### config.mk
export PLATFORM = sky130hd
export DESIGN_NAME = mssv_digit_serializer
export DESIGN_NICKNAME = d
export VERILOG_FILES = /design/src/rtl/mssv_digit_serializer.sv
export SDC_FILE = /design/constraint.sdc
export NUM_CORES = 1
export LEC_CHECK = 0
export ABC_CLOCK_PERIOD_IN_PS = 5300
export CAP_MARGIN = 30
export CORE_ASPECT_RATIO = 0.75
export CORE_UTILIZATION = 30
export DETAILED_ROUTE_END_ITERATION = 7
export PLACE_DENSITY = 0.5
export SLEW_MARGIN = 20
export SYNTH_ARGS = -nofsm -noshare
export SYNTH_HDL_FRONTEND = slang
export SYNTH_SLANG_ARGS = --single-unit
export TNS_END_PERCENT = 30
### constraint.sdc
create_clock -name clk -period 5.3 [get_ports clk]
set_clock_uncertainty 0.15 [all_clocks]
set_input_delay 1.06 -clock clk [delete_from_list [all_inputs] [get_ports clk]]
set_output_delay 1.06 -clock clk [all_outputs]
set_load 0.01 [all_outputs]
### src/rtl/mssv_digit_serializer.sv
// Streams a latched MSSV word to the sequence detector, MSB digit first.
// Optional frame looping is enabled with `define MSSV_SER_LOOP_EN.
module mssv_digit_serializer #(
    parameter int             NUM_DIGITS = 8,
    parameter int             DIGIT_W    = 3,
    parameter int             GAP_CYCLES = 0,
    parameter logic [DIGIT_W-1:0] IDLE_DIGIT = '1
) (
    input  logic                          clk,
    input  logic                          rst,
    input  logic                          i_start,
    input  logic                          i_abort,
`ifdef MSSV_SER_LOOP_EN
    input  logic                          i_loop,
`endif
    input  logic [NUM_DIGITS*DIGIT_W-1:0] i_id_in,
    output logic [DIGIT_W-1:0]            o_digit_out,
    output logic                          o_digit_valid,
    output logic                          o_first,
    output logic                          o_last,
    output logic                          o_busy,
    output logic                          o_done
);

    localparam int IW = $clog2(NUM_DIGITS);
    localparam int GW = (GAP_CYCLES > 0) ? $clog2(GAP_CYCLES + 1) : 1;
    localparam int SW = NUM_DIGITS * DIGIT_W;

    localparam logic [1:0] S_IDLE = 2'd0;
    localparam logic [1:0] S_SEND = 2'd1;
    localparam logic [1:0] S_GAP  = 2'd2;
    localparam logic [1:0] S_DONE = 2'd3;

    localparam logic [IW-1:0] IDX_LAST = IW'(NUM_DIGITS - 1);
    localparam logic [GW-1:0] GAP_LAST =
        GW'((GAP_CYCLES > 0) ? GAP_CYCLES - 1 : 0);

    logic [1:0]    r_state;
    logic [SW-1:0] r_shift;
    logic [IW-1:0] r_idx;
    logic [GW-1:0] r_gap;

    logic          w_loop;
    logic [IW-1:0] w_idx_next;
    logic [SW-1:0] w_id_rot;
    logic [SW-1:0] w_shift_rot;

`ifdef MSSV_SER_LOOP_EN
    assign w_loop = i_loop;
`else
    assign w_loop = 1'b0;
`endif

    assign w_idx_next  = (r_idx == IDX_LAST) ? '0 : r_idx + 1'b1;
    // Rotating (not shifting) keeps the latched ID intact for looping
    assign w_id_rot    = {i_id_in[SW-DIGIT_W-1:0], i_id_in[SW-1 -: DIGIT_W]};
    assign w_shift_rot = {r_shift[SW-DIGIT_W-1:0], r_shift[SW-1 -: DIGIT_W]};

    always_ff @(posedge clk or posedge rst) begin
        if (rst) begin
            r_state       <= S_IDLE;
            r_shift       <= '0;
            r_idx         <= '0;
            r_gap         <= '0;
            o_digit_out   <= IDLE_DIGIT;
            o_digit_valid <= 1'b0;
            o_first       <= 1'b0;
            o_last        <= 1'b0;
            o_busy        <= 1'b0;
            o_done        <= 1'b0;
        end else begin
            o_done <= 1'b0;
            case (r_state)
                S_IDLE, S_DONE: begin
                    if (i_start) begin
                        r_shift       <= w_id_rot;
                        r_idx         <= '0;
                        o_digit_out   <= i_id_in[SW-1 -: DIGIT_W];
                        o_digit_valid <= 1'b1;
                        o_first       <= 1'b1;
                        o_last        <= 1'b0;
                        o_busy        <= 1'b1;
                        r_state       <= S_SEND;
                    end else begin
                        o_digit_out   <= IDLE_DIGIT;
                        o_digit_valid <= 1'b0;
                        o_first       <= 1'b0;
                        o_last        <= 1'b0;
                        o_busy        <= 1'b0;
                        r_state       <= S_IDLE;
                    end
                end
                S_SEND: begin
                    if (i_abort) begin
                        r_idx         <= '0;
                        r_gap         <= '0;
                        o_digit_out   <= IDLE_DIGIT;
                        o_digit_valid <= 1'b0;
                        o_first       <= 1'b0;
                        o_last        <= 1'b0;
                        o_busy        <= 1'b0;
                        r_state       <= S_IDLE;
                    end else if (r_idx == IDX_LAST && !w_loop) begin
                        r_idx         <= '0;
                        o_digit_out   <= IDLE_DIGIT;
                        o_digit_valid <= 1'b0;
                        o_first       <= 1'b0;
                        o_last        <= 1'b0;
                        o_busy        <= 1'b0;
                        o_done        <= 1'b1;
                        r_state       <= S_DONE;
                    end else if (GAP_CYCLES == 0) begin
                        r_shift       <= w_shift_rot;
                        r_idx         <= w_idx_next;
                        o_digit_out   <= r_shift[SW-1 -: DIGIT_W];
                        o_digit_valid <= 1'b1;
                        o_first       <= (w_idx_next == '0);
                        o_last        <= (w_idx_next == IDX_LAST);
                        o_busy        <= 1'b1;
                        o_done        <= (r_idx == IDX_LAST);
                        r_state       <= S_SEND;
                    end else begin
                        r_gap         <= '0;
                        o_digit_out   <= IDLE_DIGIT;
                        o_digit_valid <= 1'b0;
                        o_first       <= 1'b0;
                        o_last        <= 1'b0;
                        o_busy        <= 1'b1;
                        o_done        <= (r_idx == IDX_LAST);
                        r_state       <= S_GAP;
                    end
                end
                S_GAP: begin
                    if (i_abort) begin
                        r_idx         <= '0;
                        r_gap         <= '0;
                        o_busy        <= 1'b0;
                        r_state       <= S_IDLE;
                    end else if (r_gap == GAP_LAST) begin
                        r_gap         <= '0;
                        r_shift       <= w_shift_rot;
                        r_idx         <= w_idx_next;
                        o_digit_out   <= r_shift[SW-1 -: DIGIT_W];
                        o_digit_valid <= 1'b1;
                        o_first       <= (w_idx_next == '0);
                        o_last        <= (w_idx_next == IDX_LAST);
                        o_busy        <= 1'b1;
                        r_state       <= S_SEND;
                    end else begin
                        r_gap         <= r_gap + 1'b1;
                    end
                end
                default: begin
                    r_state <= S_IDLE;
                    o_busy  <= 1'b0;
                end
            endcase
        end
    end

endmodule

Yosys cells after proc, flatten, opt, wreduce, memory -nomap -nowiden
Index checks and enable logic that the tools add are counted.
{"block": "op_classes", "reduce_logical": 8, "eq_ne": 12, "n_mux": 50, "add_sub_neg": 2}
{"op": "24-bit 2-to-1 mux", "count": 5}
{"op": "24-bit case mux with 3 select lines", "count": 1}
{"op": "3-bit 2-to-1 mux", "count": 11}
{"op": "1-bit 2-to-1 mux", "count": 21}
{"op": "3-bit case mux with 3 select lines", "count": 2}
{"op": "2-bit != test (second input constant)", "count": 6}
{"op": "1-bit case mux with 3 select lines", "count": 4}
{"op": "2-bit 2-to-1 mux", "count": 4}
{"op": "3-bit equality test (second input constant)", "count": 2}
{"op": "2-bit case mux with 3 select lines", "count": 1}
{"op": "2-bit AND reduction", "count": 3}
{"op": "5-bit AND reduction", "count": 1}
{"op": "2-bit equality test (second input constant)", "count": 2}
{"op": "3-bit by 1-bit adder with 3-bit output (second input constant)", "count": 1}
{"op": "3-bit logical NOT", "count": 1}
{"op": "3-bit != test (second input constant)", "count": 1}
{"op": "2-bit by 1-bit equality test with 1-bit output (second input constant)", "count": 1}
{"op": "2-bit logical NOT", "count": 1}
{"op": "1-bit case mux with 2 select lines", "count": 1}
{"op": "2-bit nonzero test", "count": 1}
{"op": "2-bit OR reduction", "count": 1}
{"op": "1-bit adder (second input constant)", "count": 1}
{"block": "totals", "inputBits": 28, "regBits": 38, "word_cells": 82}

Longest topological paths before layout
Gate-level depths: netlist of the first run.
{"block": "depth", "ltp_word": 6, "depth_mapped": 7, "mapped_depth_nobuf": 5}

Worst setup path before layout of the first run
Ideal clock, no wire load.
{"block": "synth_path", "kind": "input -> register", "startpoint": "in i_abort", "endpoint": "reg r_shift[0]", "arrival_ns": 1.986, "n_path_buf": 1, "cell_stages": 4, "slack_ns": 3.039, "path_cell_list": "a21o_2 -> a21oi_4 -> buf_12 -> mux2_4"}
{"block": "synth_via", "elab_chain_cells": 2, "elab_cells_between_ends": 3, "classes_between": "eq/ne (2); reduce/logical (1)"}
{"item": "from (decl)", "line": "12", "text": "input logic i_abort,"}
{"item": "2-bit != test (no line)"}
{"item": "5-bit AND reduction (no line) (*)"}
{"item": "to (signal assigned)", "line": "76", "text": "r_shift <= w_id_rot;"}
{"item": "to (signal assigned)", "line": "113", "text": "r_shift <= w_shift_rot;"}
{"item": "to (signal assigned)", "line": "141", "text": "r_shift <= w_shift_rot;"}
{"item": "to (decl)", "line": "39", "text": "logic [SW-1:0] r_shift;"}
Every way passes the cells marked *; elsewhere a longest branch is shown, timed or not.
A chain may end at the register's enable or synchronous reset.

Worst setup path after layout of the first run
{"block": "layout_path", "startpoint": "in i_abort", "endpoint": "reg r_shift[17]"}
Same word-level chain as after synthesis.

==> results of run 1 <==
==> critical path: cells and delay by family <==
kind                   cells  cell delay, ns
AOI/OAI and AO/OA          2            0.63
buffers and inverters      2            0.73
muxes                      1            0.34
==> worst paths after layout <==
| check | from | to | slack [ns] | depth (start not counted) |
|---|---|---|---|---|
| worst max-delay path | i_abort | r_shift[17] | 2.55 | 5 |
| worst min-delay path | o_digit_out[1] | o_digit_out[1] | 0.32 | 2 |
| worst max register to register | r_idx[0] | r_shift[17] | 2.93 | 6 |
| worst min register to register | o_digit_out[1] | o_digit_out[1] | 0.32 | 2 |
| max in group asynchronous | rst | o_digit_out[1] | 3.61 | 3 |
| min in group asynchronous | rst | r_shift[15] | 1.03 | 3 |
==> flip-flops by register name, indices dropped and copies added, names as in the netlist <==
signal,count
r_shift,24
o_digit_out,3
r_idx,3
r_state,2
o_busy,1
o_digit_valid,1
o_done,1
o_first,1
o_last,1
==> layer usage <==
metal / track usage [%] / wire (um) / vias up
met1: 16.8 / 1780 / 616
li1: - / - / 595
met5: 0 / 0 / -
met2: 18.0 / 1770 / 36
met3: 3.25 / 192 / 8
met4: 4.98 / 63 / 0
==> cell families after synthesis <==
| group | after synthesis | share of synthesized area (%) |
|---|---|---|
| and+or+nand+nor | 27 | 7.26 |
| AOI/OAI and AO/OA | 18 | 6.69 |
| DFF | 37 | 46.9 |
| adders and majority gates | 4 | 2.53 |
| buffers and inverters | 12 | 5.56 |
| muxes | 48 | 31.1 |
==> stage by stage <==
| step | power (mW) | std cells |
|---|---|---|
| 5_1_grt | 0.885 | 266 |
| 3_3_place_gp | 0.633 | 257 |
| 2_1_floorplan | 0.579 | 146 |
| 6_report | 0.835 | 266 |
| 4_1_cts | 0.849 | 266 |
| 3_5_place_dp | 0.645 | 258 |
==> final cells by class <==
type,count,area [um2],share of cell area [%]
Clock buffer,8,90.1,3.64
Inverter,5,18.8,0.758
Tap cell,81,101,4.10
Timing Repair Buffer,38,393,15.9
Multi-Input combinational cell,97,942,38.1
Sequential cell,37,930,37.6
==> cells in the mapped netlist, types with 2 or more instances <==
cell type / number / area, um2
sky130_fd_sc_hd__dfrtp_1: 34 / 851
sky130_fd_sc_hd__mux2_2: 28 / 315
sky130_fd_sc_hd__mux2_4: 20 / 300
sky130_fd_sc_hd__nand2_1: 12 / 45.0
sky130_fd_sc_hd__o21ai_0: 6 / 30.0
sky130_fd_sc_hd__inv_1: 5 / 18.8
sky130_fd_sc_hd__ha_1: 4 / 50.1
sky130_fd_sc_hd__o31ai_1: 4 / 30.0
sky130_fd_sc_hd__buf_6: 3 / 33.8
sky130_fd_sc_hd__dfstp_2: 3 / 78.8
sky130_fd_sc_hd__nor3_1: 3 / 15.0
sky130_fd_sc_hd__buf_12: 2 / 40.0
sky130_fd_sc_hd__nor2_1: 2 / 7.51
sky130_fd_sc_hd__nor2b_1: 2 / 12.5
sky130_fd_sc_hd__nor3b_1: 2 / 15.0
==> report_power, final <==
part	internal (mW)	total, mW	switching, mW
registers	0.354	0.393	0.0393
clock network	0.106	0.197	0.0914
logic	0.163	0.244	0.0813
==> metrics.log, run 1 <==
[metrics] drt pass-1 iters: 4
[metrics] mean instance size in the synthesized netlist: 13.6 um2
[metrics] number of flops mapped to enable cells by yosys: 0
[metrics] cell area after placement: 2380 um2
[metrics] total grt overflow: 0
[metrics] Synth Flop Type: sky130_fd_sc_hd__dfrtp_1
[metrics] insertion delay to the later sink of the worst-skew pair: ~0.28 ns
[metrics] Final setup viols: 0
[metrics] LEAKAGE: 1.08 nW
[metrics] TritonCTS Buffers: 5
[metrics] HPWL Detailed: 2720 um
[metrics] fraction of layout cells with a size suffix above 1: 35.7%
[metrics] category of the most critical setup path: primary input to flop
[metrics] Core Footprint: 6350 um2
[metrics] final weighted congestion in routability-driven placement: just under 0.8
[metrics] RSZ-0062 raised after global routing: false
[metrics] maximum number of pins on one net before global-route repair: 38
[metrics] area growth from synthesis to layout: 24.9%
[metrics] initial cell density of the core: 31.2%
[metrics] n_diodes: 0
[metrics] most frequent standard cell in the layout excluding fill and tap cells: sky130_fd_sc_hd__clkdlybuf4s50_1
[metrics] row count: 25
[metrics] vias per std cell: 4.72
[metrics] cell area after layout: approximately 2500 um2
[metrics] run status: complete, no violations
[metrics] critical path endpoint category: flop
[metrics] final critical-path required period: 2.75 ns
[metrics] hold slack final: 0.325 ns
[metrics] Seq/Total Area, Yosys: 46.9%
[metrics] stage delay of the slowest cell on the critical path: 0.50 ns
[metrics] slew margin rel.: 69.1%
[metrics] count of vias placed by the detailed router: 1,255
[metrics] clock input transition at the sequential cells of the worst setup and hold paths: 0.07 ns
[metrics] CTS Sinks: 37
[metrics] clock tree from TritonCTS: yes
[metrics] TNS Setup: 0 ns
[metrics] detail-routed net length per standard cell: 14.3 um
[metrics] initial antenna violation count: 0
[metrics] floorplan die area: 6940 um2
[metrics] num ports: 36
[metrics] number of post-CTS setup repair buffers: 0
[metrics] net count after synthesis: about 180
[metrics] Remaining DRCs: 0
[metrics] count of warnings emitted by yosys: 0
[metrics] Worst Max-Slew Pin Slew: 0.464 ns
[metrics] total wire length after detailed routing: roughly 3800 um
[metrics] Cell variety after synth: 31
[metrics] nets: 216
[metrics] post-detailed-route count of antenna-violating nets: 0
[metrics] post-route setup slack: 2.55 ns
[metrics] number of gates resized after cts: 0
[metrics] maximum clock frequency: approximately 360 MHz
[metrics] post-synthesis register bit count: 37
[metrics] power density over the cells: 337 nW/um2
[metrics] vias in the first global route: around 1,400
[metrics] buffer type at the clock tree root: sky130_fd_sc_hd__clkbuf_8
[metrics] count of routing violations after the opening detailed-route iteration: 18
[metrics] CP Data Required Time: 5.32 ns
[metrics] post-layout utilization of the core: about 39%
[metrics] Die Span Y: 72.4 um
[metrics] combined global-route utilization of all metal layers: 12.2%
[metrics] cell at the slowest stage of the critical path: sky130_fd_sc_hd__clkdlybuf4s50_1
[metrics] Final Slew Violations: 0
[metrics] first-pass GRT wire length: around 6400 um
[metrics] Port Buffer Count: 35
[metrics] VDD IR-drop max: 0.0000931 V
[metrics] Async S/R FF share, synth: 100%
[metrics] ordered list of cells on the worst path: clkdlybuf4s50_1 > a21o_2 > a21oi_4 > buf_16 > mux2_2
[metrics] Final Hold Viols: 0
[metrics] deepest clock path buffer count: 2
[metrics] hold buffer count at CTS: 0
[metrics] final worst-path cycle share: 52.0%
[metrics] cells after synthesis: 146
[metrics] top library cells by usage in the layout, fill and taps aside: sky130_fd_sc_hd__clkdlybuf4s50_1 (35), sky130_fd_sc_hd__dfrtp_1 (34), sky130_fd_sc_hd__mux2_2 (28)
[metrics] Max-cap violations: 0
[metrics] critical path launch point type: primary input
[metrics] arrival time of data at the critical path endpoint: 2.78 ns
[metrics] Netlist Area Pre-Place: 1980 um2
[metrics] worst setup slack after placement: 2.22 ns
[metrics] filler cell count: 607
[metrics] CTS HTree Levels: 2
[metrics] kind of path behind the tightest hold check: flop to flop
[metrics] highest net fanout along the worst path: 18
[metrics] floorplan die width: 95.9 um
(Power assumes the default switching activity.)
==> run 2: changes to the inputs <==
--- a/config.mk
+++ b/config.mk
@@ -5,12 +5,12 @@
 export SDC_FILE = /design/constraint.sdc
 export NUM_CORES = 1
 export LEC_CHECK = 0
-export ABC_CLOCK_PERIOD_IN_PS = 5300
+export ABC_CLOCK_PERIOD_IN_PS = 2400
 export CAP_MARGIN = 30
 export CORE_ASPECT_RATIO = 0.75
 export CORE_UTILIZATION = 30
 export DETAILED_ROUTE_END_ITERATION = 7
-export PLACE_DENSITY = 0.5
+export PLACE_DENSITY = 0.51
 export SLEW_MARGIN = 20
 export SYNTH_ARGS = -nofsm -noshare
 export SYNTH_HDL_FRONTEND = slang
==> constraint.sdc (replaced) <==
create_clock -name clk -period 2.4 [get_ports clk]
set_clock_uncertainty 0.15 [all_clocks]
set_input_delay 0.48 -clock clk [delete_from_list [all_inputs] [get_ports clk]]
set_output_delay 0.48 -clock clk [all_outputs]
set_load 0.01 [all_outputs]
==> run 2 against run 1 <==
Non-clock buffer count rose by 2; sequential share of layout area rose by 0.13 points; hold slack got worse by 0.0040 ns; clock power rose by 100%; die area did not move; setup slack got worse by 2.3 ns; total power rose by 120%; largest cell class unchanged; largest power group unchanged.
==> metrics.log, run 2 (synthesis gave the netlist of run 1 again) <==
[metrics] slew margin rel.: 68.4% (was 69.1%)
[metrics] buffer type at the clock tree root: sky130_fd_sc_hd__clkbuf_8 (unchanged)
[metrics] combined global-route utilization of all metal layers: 11.9% (was 12.2%)
[metrics] vias per std cell: 4.62 (was 4.72)
[metrics] critical path endpoint category: flop (unchanged)
[metrics] final instance count without filler cells: 266 (unchanged)
[metrics] critical path launch point type: flop (was primary input)
[metrics] post-detailed-route count of antenna-violating nets: 0 (unchanged)
[metrics] detail-routed net length per standard cell: 13.9 um (was 14.3 um)
[metrics] run status: complete, no violations (unchanged)
[metrics] CP Data Required Time: 2.42 ns (was 5.32 ns)
[metrics] clock tree from TritonCTS: yes (unchanged)
[metrics] Final Slew Violations: 0 (unchanged)
[metrics] arrival time of data at the critical path endpoint: 2.19 ns (was 2.78 ns)
[metrics] insertion delay to the later sink of the worst-skew pair: 0.28 ns (about the same)
[metrics] power density over the cells: 730 nW/um2 (was 337 nW/um2)
[metrics] count of vias placed by the detailed router: 1,228 (was 1,255)
[metrics] Worst Max-Slew Pin Slew: 0.475 ns (was 0.464 ns)
[metrics] number of post-CTS setup repair buffers: 0 (unchanged)
[metrics] floorplan die area: 6940 um2 (unchanged)
[metrics] maximum number of pins on one net before global-route repair: 38 (unchanged)
[metrics] Core Footprint: 6350 um2 (unchanged)
[metrics] initial antenna violation count: 0 (unchanged)
[metrics] CTS Sinks: 37 (unchanged)
[metrics] maximum clock frequency: 462 MHz
[metrics] final critical-path required period: 2.16 ns
[metrics] final weighted congestion in routability-driven placement: 0.901 (was 0.778)
[metrics] kind of path behind the tightest hold check: flop to flop (unchanged)
[metrics] LEAKAGE: 1.08 nW (about the same)
[metrics] TritonCTS Buffers: 5 (unchanged)
[metrics] fraction of layout cells with a size suffix above 1: 36.8% (was 35.7%)
[metrics] area growth from synthesis to layout: 24.4% (was 24.9%)
[metrics] vias in the first global route: 1,263 (was 1,351)
[metrics] Largest register FFs: 24 (unchanged)
[metrics] Top reg by flops: r_shift (unchanged)
[metrics] RSZ-0062 raised after global routing: false (unchanged)
[metrics] num ports: 36 (unchanged)
[metrics] number of gates resized after cts: 0 (unchanged)
[metrics] most frequent standard cell in the layout excluding fill and tap cells: sky130_fd_sc_hd__clkdlybuf4s50_1 (unchanged)
[metrics] number of placed cells counting well taps: 260 (was 258)
[metrics] Tot Pwr: 1.80 mW (was 835 uW)
[metrics] VDD IR-drop max: 0.000252 V (was 0.0000931 V)
[metrics] HPWL Detailed: 2660 um (was 2720 um)
[metrics] total grt overflow: 0 (unchanged)
[metrics] TNS Setup: 0 ns (unchanged)
[metrics] Top Registers: r_shift: 24 flops, o_digit_out: 3 flops, r_idx: 3 flops (unchanged)
[metrics] first-pass GRT wire length: 6220 um (was 6440 um)
[metrics] Final setup viols: 0 (unchanged)
[metrics] nets: 218 (was 216)
[metrics] count of routing violations after the opening detailed-route iteration: 58 (was 18)
[metrics] Port Buffer Count: 35 (unchanged)
[metrics] top library cells by usage in the layout, fill and taps aside: sky130_fd_sc_hd__clkdlybuf4s50_1 (35), sky130_fd_sc_hd__dfrtp_1 (34), sky130_fd_sc_hd__mux2_2 (28) (unchanged)
[metrics] CTS HTree Levels: 2 (unchanged)
[metrics] drt pass-1 iters: 4 (unchanged)
[metrics] initial cell density of the core: 31.2% (unchanged)
[metrics] hold buffer count at CTS: 0 (unchanged)
[metrics] clock input transition at the sequential cells of the worst setup and hold paths: 0.07 ns (about the same)
[metrics] floorplan die width: 95.9 um (unchanged)
[metrics] row count: 25 (unchanged)
[metrics] Die Span Y: 72.4 um (unchanged)
[metrics] n_diodes: 0 (unchanged)
[metrics] total wire length after detailed routing: 3710 um (was 3800 um)
[metrics] highest net fanout along the worst path: 24 (was 18)
[metrics] Max-cap violations: 0 (unchanged)
[metrics] Remaining DRCs: 0 (unchanged)
[metrics] category of the most critical setup path: flop to flop (was primary input to flop)
[metrics] final worst-path cycle share: 90.2%
[metrics] Final Hold Viols: 0 (unchanged)
[metrics] filler cell count: 621 (was 607)
[metrics] deepest clock path buffer count: 2 (unchanged)
==> run 2: cell types whose count changed in the layout (fill, tap and decap cells not counted), sizes merged <==
cell	delta
clkbuf	-3
buf	+2
clkinv	+1
==> run 2: layout make-up <==
cell class | count | area, um2 | share of cell area, %
Clock inverter | 1 | 5.00 | 0.203
Sequential cell | 37 | 930 | 37.7
Multi-Input combinational cell | 97 | 942 | 38.2
Clock buffer | 5 | 68.8 | 2.79
Inverter | 5 | 18.8 | 0.761
Timing Repair Buffer | 40 | 400 | 16.2
Tap cell | 81 | 101 | 4.11
==> run 2: where the power goes <==
| group | switching [mW] | internal (mW) | total [mW] |
|---|---|---|---|
| Combinational | 0.177 | 0.361 | 0.539 |
| Clock | 0.204 | 0.191 | 0.394 |
| Sequential | 0.0861 | 0.782 | 0.868 |
| Total | 0.467 | 1.33 | 1.80 |
==> run 2: worst max-delay path, stage by stage, from the launching register on <==
cell                      delay, ns
sky130_fd_sc_hd__dfrtp_1       0.42
sky130_fd_sc_hd__ha_1          0.23
sky130_fd_sc_hd__ha_1          0.26
sky130_fd_sc_hd__a21o_2        0.26
sky130_fd_sc_hd__a21oi_4       0.16
sky130_fd_sc_hd__buf_12        0.22
sky130_fd_sc_hd__mux2_2        0.35
==> run 2: path summary, 6_finish.rpt <==
check / start / to / slack (ns) / depth (start not counted)
worst max-delay path: r_idx[0] / r_shift[15] / 0.24 / 6
worst min register to register: o_digit_out[0] / o_digit_out[0] / 0.32 / 2
worst min-delay path: o_digit_out[0] / o_digit_out[0] / 0.32 / 2
worst max register to register: r_idx[0] / r_shift[15] / 0.24 / 6
max in group asynchronous: rst / o_digit_out[0] / 1.28 / 3
min in group asynchronous: rst / r_shift[12] / 0.45 / 3
==> run 2: metrics by stage <==
step | hold slack, ns | instance area (um2) | util, % | setup slack (ns)
floorplan | 0.306 | 1980 | - | 0.350
global placement | 0.314 | 2390 | 37.7 | 0.223
detailed placement | 0.316 | 2390 | 37.7 | 0.208
CTS | 0.325 | 2470 | 38.8 | 0.236
global route | 0.338 | 2470 | 38.8 | 0.165
finish | 0.321 | 2470 | 38.8 | 0.236
==> run 2: per-layer routing <==
layer / vias up / share of wire, % / GRT usage, %
met2: 28 / 43 / 16.6
met1: 599 / 52 / 17.4
met3: 7 / 3.8 / 3.04
met4: 0 / 1.3 / 4.81
li1: 594 / - / -
met5: - / 0 / 0
